`config.mk`:
```
export PLATFORM = sky130hd
export DESIGN_NAME = uio_port_arbiter
export DESIGN_NICKNAME = d
export VERILOG_FILES = /design/src/rtl/uio_arb_pkg.sv /design/src/rtl/rr_pick.sv /design/src/rtl/uio_port_arbiter.sv
export SDC_FILE = /design/constraint.sdc
export NUM_CORES = 1
export LEC_CHECK = 0
export CORE_MARGIN = 2
export CORE_UTILIZATION = 40
export DETAILED_ROUTE_END_ITERATION = 10
export PLACE_DENSITY = 0.72
export SETUP_SLACK_MARGIN = 0.02
export SLEW_MARGIN = 20
export SYNTH_ARGS = -nofsm -noshare
export SYNTH_HDL_FRONTEND = slang
export SYNTH_SLANG_ARGS = --single-unit
```
`constraint.sdc`:
```
create_clock -name clk -period 2.9 [get_ports clk]
set_input_delay 0.58 -clock clk [delete_from_list [all_inputs] [get_ports clk]]
set_output_delay 0.58 -clock clk [all_outputs]
set_load 0.01 [all_outputs]
```
`src/rtl/uio_arb_pkg.sv`:
```
// uio_arb_pkg: types and constants for the uio pin-bank arbiter.
//   arb_state_e : arbiter FSM states (IDLE, TURN, GRANT)
//   UIO_W       : width of the shared uio pin bank
//   CNT_W       : width of the per-grant beat counter
//   oe_byte()   : expands a one-bit direction into a full output-enable byte
package uio_arb_pkg;

  typedef enum logic [1:0] {
    IDLE  = 2'd0,
    TURN  = 2'd1,
    GRANT = 2'd2
  } arb_state_e;

  localparam int UIO_W = 8;
  localparam int CNT_W = 8;

  // The pin bank is driven or released as a whole, never bit by bit.
  function automatic logic [UIO_W-1:0] oe_byte(input logic drive);
    return drive ? {UIO_W{1'b1}} : {UIO_W{1'b0}};
  endfunction

endpackage

```
`src/rtl/rr_pick.sv`:
```
// rr_pick: combinational round-robin winner selection.
// Ports:
//   req     in  NREQ   request vector
//   ptr     in  IDX_W  index of the highest-priority requester
//   win_oh  out NREQ   one-hot winner (all zero when no request)
//   win_idx out IDX_W  winner index (0 when no request)
//   win_any out 1      at least one request present
module rr_pick #(
  parameter int NREQ  = 4,
  parameter int IDX_W = 2
) (
  input  logic [NREQ-1:0]  req,
  input  logic [IDX_W-1:0] ptr,
  output logic [NREQ-1:0]  win_oh,
  output logic [IDX_W-1:0] win_idx,
  output logic             win_any
);

  logic [IDX_W:0]   pos_s;
  logic [IDX_W-1:0] idx_s;
  logic             any_s;

  // Walk from lowest to highest priority so the highest-priority requester is written last.
  always_comb begin
    pos_s = '0;
    idx_s = '0;
    any_s = 1'b0;
    for (int k = NREQ - 1; k >= 0; k--) begin
      pos_s = {1'b0, ptr} + (IDX_W + 1)'(k);
      pos_s = (pos_s >= (IDX_W + 1)'(NREQ)) ? pos_s - (IDX_W + 1)'(NREQ) : pos_s;
      idx_s = req[pos_s[IDX_W-1:0]] ? pos_s[IDX_W-1:0] : idx_s;
      any_s = any_s | req[pos_s[IDX_W-1:0]];
    end
  end

  assign win_idx = idx_s;
  assign win_any = any_s;
  assign win_oh  = any_s ? ({{(NREQ - 1){1'b0}}, 1'b1} << idx_s) : {NREQ{1'b0}};

endmodule

```
`src/rtl/uio_port_arbiter.sv`:
```
// uio_port_arbiter: shares the 8-bit bidirectional uio pin bank between NREQ
// internal requesters with round-robin grants and a turnaround cycle between owners.
// Configuration macro: UIO_ARB_TURNAROUND_EN
//   defined     -> every new grant is preceded by one TURN cycle with uio_oe = 0
//   not defined -> grants move directly between owners (single-direction systems only)
// Ports:
//   clk, rst_n    clock, asynchronous active-low reset
//   ena           design enable; low forces release to IDLE
//   req/dir/last  per-requester request, direction (1 = drive), final-beat marker
//   wdata         per-requester write byte, slice i = wdata[8*i+7:8*i]
//   gnt           registered one-hot grant
//   uio_in        pin input path
//   uio_out/oe    registered pin output and output enable (all-ones or all-zeros)
//   rdata/rvalid  captured pin byte and its one-cycle strobe
//   busy          high whenever the arbiter is not IDLE
module uio_port_arbiter
  import uio_arb_pkg::*;
#(
  parameter int NREQ     = 4,
  parameter int HOLD_MAX = 8
) (
  input  logic                  clk,
  input  logic                  rst_n,
  input  logic                  ena,
  input  logic [NREQ-1:0]       req,
  input  logic [NREQ-1:0]       dir,
  input  logic [UIO_W*NREQ-1:0] wdata,
  input  logic [NREQ-1:0]       last,
  output logic [NREQ-1:0]       gnt,
  input  logic [UIO_W-1:0]      uio_in,
  output logic [UIO_W-1:0]      uio_out,
  output logic [UIO_W-1:0]      uio_oe,
  output logic [UIO_W-1:0]      rdata,
  output logic                  rvalid,
  output logic                  busy
);

  localparam int IDX_W = $clog2(NREQ);

`ifdef UIO_ARB_TURNAROUND_EN
  localparam arb_state_e WIN_ST = TURN;
`else
  localparam arb_state_e WIN_ST = GRANT;
`endif

  arb_state_e       state_r, state_nx_s;
  logic [IDX_W-1:0] owner_r, owner_nx_s;
  logic [NREQ-1:0]  owner_oh_r, owner_oh_nx_s;
  logic [IDX_W-1:0] ptr_r, ptr_nx_s;
  logic             dir_r, dir_nx_s;
  logic [CNT_W-1:0] cnt_r;
  logic [NREQ-1:0]  gnt_r;
  logic [UIO_W-1:0] uio_out_r, uio_oe_r, rdata_r;
  logic             rvalid_r, busy_r;

  logic [NREQ-1:0]  pick_req_s, pick_oh_s;
  logic [IDX_W-1:0] pick_idx_s;
  logic             pick_any_s;
  logic             beat_s, release_s, enter_s;
  logic [UIO_W-1:0] wsel_s;

  // While granted, the current owner is excluded so a release only hands over to someone else.
  assign pick_req_s = (state_r == GRANT) ? (req & ~owner_oh_r) : req;

  rr_pick #(
    .NREQ  (NREQ),
    .IDX_W (IDX_W)
  ) u_rr_pick (
    .req     (pick_req_s),
    .ptr     (ptr_r),
    .win_oh  (pick_oh_s),
    .win_idx (pick_idx_s),
    .win_any (pick_any_s)
  );

  assign beat_s    = (state_r == GRANT) && ena && req[owner_r];
  // A missing request, the owner's last beat and the hold limit all collapse into one release.
  assign release_s = !req[owner_r] || last[owner_r] || (cnt_r == CNT_W'(HOLD_MAX - 1));
  assign enter_s   = (state_nx_s == GRANT) && ((state_r != GRANT) || release_s);
  assign dir_nx_s  = enter_s ? dir[owner_nx_s] : dir_r;
  assign ptr_nx_s  = (owner_nx_s == IDX_W'(NREQ - 1)) ? {IDX_W{1'b0}} : owner_nx_s + IDX_W'(1);

  // Select the owner's write byte.
  always_comb begin
    wsel_s = '0;
    for (int i = 0; i < NREQ; i++) begin
      wsel_s = (owner_r == IDX_W'(i)) ? wdata[UIO_W*i +: UIO_W] : wsel_s;
    end
  end

  // Next-state and next-owner selection.
  always_comb begin
    state_nx_s    = state_r;
    owner_nx_s    = owner_r;
    owner_oh_nx_s = owner_oh_r;
    if (!ena) begin
      state_nx_s = IDLE;
    end else begin
      case (state_r)
        IDLE: begin
          if (pick_any_s) begin
            owner_nx_s    = pick_idx_s;
            owner_oh_nx_s = pick_oh_s;
            state_nx_s    = WIN_ST;
          end else begin
            state_nx_s = IDLE;
          end
        end
        TURN: begin
          state_nx_s = GRANT;
        end
        GRANT: begin
          if (!release_s) begin
            state_nx_s = GRANT;
          end else if (pick_any_s) begin
            owner_nx_s    = pick_idx_s;
            owner_oh_nx_s = pick_oh_s;
            state_nx_s    = WIN_ST;
          end else begin
            state_nx_s = IDLE;
          end
        end
        default: begin
          state_nx_s = IDLE;
        end
      endcase
    end
  end

  // FSM state and current-owner registers.
  always_ff @(posedge clk or negedge rst_n) begin
    if (!rst_n) begin
      state_r    <= IDLE;
      owner_r    <= '0;
      owner_oh_r <= '0;
    end else begin
      state_r    <= state_nx_s;
      owner_r    <= owner_nx_s;
      owner_oh_r <= owner_oh_nx_s;
    end
  end

  // Grant, pin drive, capture and per-grant bookkeeping registers.
  always_ff @(posedge clk or negedge rst_n) begin
    if (!rst_n) begin
      gnt_r     <= '0;
      uio_oe_r  <= '0;
      uio_out_r <= '0;
      rdata_r   <= '0;
      rvalid_r  <= 1'b0;
      busy_r    <= 1'b0;
      cnt_r     <= '0;
      dir_r     <= 1'b0;
      ptr_r     <= '0;
    end else begin
      gnt_r    <= (state_nx_s == GRANT) ? owner_oh_nx_s : {NREQ{1'b0}};
      uio_oe_r <= (state_nx_s == GRANT) ? oe_byte(dir_nx_s) : {UIO_W{1'b0}};
      busy_r   <= (state_nx_s != IDLE);
      rvalid_r <= beat_s && !dir_r;
      if (enter_s) begin
        cnt_r <= '0;
        dir_r <= dir_nx_s;
        ptr_r <= ptr_nx_s;
      end else if (beat_s) begin
        cnt_r <= cnt_r + CNT_W'(1);
      end
      if (beat_s && dir_r) begin
        uio_out_r <= wsel_s;
      end
      if (beat_s && !dir_r) begin
        rdata_r <= uio_in;
      end
    end
  end

  assign gnt     = gnt_r;
  assign uio_out = uio_out_r;
  assign uio_oe  = uio_oe_r;
  assign rdata   = rdata_r;
  assign rvalid  = rvalid_r;
  assign busy    = busy_r;

endmodule

```
* Word-level counts from Yosys, hierarchy flattened
Index checks and enable logic that the tools add are counted. Widths: inputs -> output; s select.
Operators by class: add/subtract/negate cells 9, order comparisons 10, eq/ne operators 9, shift operators 1, muxes and demuxes 46, bitwise gates (word level) 5, reductions and logical operators 14
Operator list (count):
- $mux 8 | 8
- $mux 2 | 15
- $mux 4 | 5
- $lt 2x3->1 const B | 6
- $bmux 1 s2 | 7
- $eq 2x2->1 const B | 5
- $ge 3x3->1 const B | 3
- $add 8x1->8 const B | 1
- $eq 8x3->1 const B | 1
- $mux 1 | 8
- $pmux 4 s2 | 1
- $sub 2x1->2 const B | 4
- $add 2x2->3 const B | 2
- $pmux 2 s3 | 1
- $logic_and 1x1->1 | 5
- $and 4x4->4 | 1
- $eq 2x1->1 const B | 2
- $logic_not 2->1 | 2
- $not 4->4 | 1
- $pmux 2 s2 | 1
- $reduce_bool 2->1 | 2
- $shl 1x2->4 const A | 1
- $add 2x1->3 const B | 1
- $ge 2x3->1 const B | 1
- other kinds (5) | 10
Word-level totals: bits in registers 49, input bits 55, output and inout bits 30, word-level logic and storage cells 106

* Depth between registers and ports, before layout
depth after elaboration 18, gate-level depth with buffers 9, mapped depth without buffers 7

* Hierarchy
A second synthesis with hierarchy kept.
Unflattened totals: cell total of the unflattened synthesis 209, area total of the unflattened synthesis 2294.7 um2
By module, submodules not included:
- uio_port_arbiter | instances 1, cells each 180, area an instance 2112.0 um2, sequential area each 1001.0 um2
- rr_pick | instances 1, cells each 29, area an instance 182.7 um2, sequential area each 0.0 um2

* Worst setup path before layout
Ideal clock, no wire load.
path kind input -> register, start point input port req[3], end point register uio_out_r[0] (netlist: uio_out[0]), setup time 0.125 ns, arrival 1.945 ns, required time 2.775 ns, path slack 0.830 ns, stages 5, buffers on the path 1, cell sequence mux4_2 and3_1 clkbuf_1 nand2_1 mux2_2
Between the ends: word-level cells in the longest chain between the ends 4
Ends and longest elaborated chain:
- from (decl) | RTL line uio_port_arbiter.sv:25 | input logic [NREQ-1:0] req,
- $bmux 1 s2 | RTL line uio_port_arbiter.sv:76 | assign beat_s = (state_r == GRANT) && ena && req[owner_r];
- $mux 1 (not written as such) | RTL line uio_port_arbiter.sv:76
- $logic_and 1x1->1 | RTL line uio_port_arbiter.sv:76
- $logic_and 1x1->1 | RTL line uio_port_arbiter.sv:167 | if (beat_s && dir_r) begin
- to (signal assigned) | RTL line uio_port_arbiter.sv:168 | uio_out_r <= wsel_s;
- to (decl) | RTL line uio_port_arbiter.sv:53 | logic [UIO_W-1:0] uio_out_r, uio_oe_r, rdata_r;
No other way between the ends. The select of a mux whose other input is x is not followed. A chain may end at the register's enable or synchronous reset.

* Worst setup path after layout
start point input port req[3], end point register uio_out_r[7] (netlist: uio_out[7])
The elaborated chain is that of the path after synthesis.

==> impl_metrics.tcl <==
set metrics [dict create \
    status "completed" \
    finalCritPeriodShare_pct 83.1 \
    clock_latency_ps 300 \
    rsz0062_at_grt "false" \
    ctsLongestPathBuffers 2 \
    core-area_um2 5540 \
    syn_area_per_cell_um2 10.6 \
    cts_max_level 2 \
    dp.cells 361 \
    syn_to_final_growth_pct 38.9 \
    synth_seq_area_share_pct 43.1 \
    hp-class "in -> async" \
    crit_fanout 8 \
    drt_iter0_drc 106 \
    worstMarginPinSlew_ps 862 \
    yosysWarningCount 0 \
    crit_required_ps 3090 \
    period_needed_ps 2410 \
    cp_slowest_cell "mux4_2" \
    grt_antenna_before_repair 0 \
    rows 27 \
    skew_ps 4.89 \
    cts_sinks 40 \
    drive_gt1_share_pct 18.5 \
    dieArea_um2 6420 \
    nFillCells 479 \
    ir_worst_vdd_uv 347 \
    drt-total-wl_um 5300 \
    grt_start_max_net_pins 41 \
    synth_edf_count 0 \
    clk_pin_slew_ps 80 \
    yosysMostFrequentCell "nand2_1" \
    final_nets 352 \
    cts_root_buf "clkbuf_8" \
    vias 1902 \
    viasPerCell 5.15 \
    numCtsBuffers 5 \
    crit_type "in -> reg" \
    final-setup-viol-count 0 \
    drc 0 \
    place_hpwl_um 4120 \
    fin_cells 369 \
    die_x_um 80.2 \
    power_density_nw_per_um2 837 \
    cts_tree "built" \
    gp_congestion 0.816 \
    io_buffers 84 \
    post-synth-top-area-fraction_pct 43.1 \
    hold_viol_final 0 \
    cap_violations 0 \
    gr-total-overflow 0 \
    yosysUniqueCellTypes 49 \
    routedWlPerCell_um 14.4 \
    ys.flop_type "dfrtp_1" \
    endpoint_kind "register" \
    tns_ps 0 \
    cp_top_family "multiplexers" \
    path_cells "clkdlybuf4s50_1, mux4_2, and3_1, nand2_1, mux2_2" \
    ys_seq_elements 40 \
    synth_fp_nets 274 \
    first_pass_iters 4 \
    synth_cells 218 \
    initial_core_util_pct 41.9 \
    holdBufCountCts 0 \
    critPathLaunchType "input pin" \
    slew_viol_final 0 \
    synth_top_cell_by_area "dfrtp_1" \
    max_freq_mhz 415 \
    yosys-top-cells-count "nand2_1, dfrtp_1, nor2_1" \
    grt_pass1_vias 1784 \
    critPathBufInv 1 \
    slew_headroom_pct 42.6 \
    antennaDiodeCount 0 \
    grt_pass1_wl_um 8580 \
    ios 85 \
    worstPathArrival_ps 2600 \
    power.leakage_uw 0.00138 \
    fp.dieH_um 80.2 \
    cts_resized 0 \
    slowest_delay_ps 550 \
    whs_ps 395 \
    async_flop_share_pct 100 \
    drtAntennaViolNets 0 \
    grtUsageTotal_pct 17.5 \
    post_cts_buffers 0 \
    syn_area_um2 2320 \
    synth_area_leaders "dfrtp_1, mux4_2, nand2_1" \
]
==> metrics by stage <==
stage | utilization, % | power [uW] | setup WS, ps | area (um^2)
final | 58.2 | 2700 | 490 | 3220
after global routing | 58.2 | 2900 | 366 | 3220
after CTS | 58.2 | 2730 | 463 | 3220
after detailed placement | 56.6 | 2360 | 147 | 3130
after global placement | 56.6 | 2320 | 212 | 3130
after floorplan | - | 1850 | 830 | 2320
==> sequential cells by signal, indices dropped and copies added, names as in the netlist, 2 cells and up <==
signal	flops
ptr_r	2
uio_out	8
gnt	4
owner_r	2
rdata	8
cnt_r	8
owner_oh_r	4
==> cell type report <==
| class | count | area, um^2 | area share (%) |
|---|---|---|---|
| clock buffers | 5 | 68.8 | 2.14 |
| clock inverters | 3 | 18.8 | 0.583 |
| inverters | 6 | 22.5 | 0.699 |
| multi-input cells | 155 | 1150 | 35.8 |
| flip-flops and latches | 40 | 1000 | 31.1 |
| well taps | 72 | 90.1 | 2.80 |
| repair buffers | 88 | 866 | 26.9 |
==> placed cells by master (no fill, tap or decap), types with 3 or more instances in the layout <==
master / instances
dfrtp_1: 40
clkbuf_8: 5
nand2_1: 49
inv_1: 5
nand3_1: 7
nor2_1: 14
a211oi_1: 3
and3_1: 3
mux4_2: 10
clkdlybuf4s50_1: 83
a21oi_2: 3
mux2_2: 10
a21oi_1: 4
buf_4: 4
xnor2_1: 4
xor2_1: 4
nor3_1: 3
==> path summary, 6_finish.rpt <==
kind | start | endpoint | slack (ps) | cells after the start
max | req[3] | uio_out[7]$_DFFE_PN0P_ | 490 | 5
min | rst_n | rdata[5]$_DFFE_PN0P_ | 390 | 1
max reg2reg | ptr_r[0]$_DFFE_PN0N_ | dir_r$_DFFE_PN0N_ | 530 | 6
max in group asynchronous | rst_n | rdata[2]$_DFFE_PN0P_ | 1960 | 1
min in group clk | rdata[3]$_DFFE_PN0P_ | rdata[3]$_DFFE_PN0P_ | 480 | 2
min reg2reg | rdata[3]$_DFFE_PN0P_ | rdata[3]$_DFFE_PN0P_ | 480 | 2
==> kinds of logic after synthesis <==
| kind of cell | synth area share (%) |
|---|---|
| buffers and inverters | 7.07 |
| AOI/OAI and AO/OA | 12.4 |
| xor gates and xnor gates | 3.02 |
| and+or+nand+nor | 17.2 |
| muxes | 16.6 |
| DFF | 43.1 |
| adders and majority gates | 0.539 |
==> power by group <==
group	total, uW	internal, uW	leakage (uW)	switching (uW)
sequential	962	752	0.000513	211
combinational	1370	790	0.000814	579
clock	366	168	0.0000479	198
==> per-layer routing <==
layer	share of wire, %	vias up	track usage [%]
met5	0	-	0
met4	1.1	0	5.25
met3	7.2	5	4.94
met2	49	72	27.3
met1	43	907	23.6
li1	-	918	-
Power figures use the tool's default switching activity.
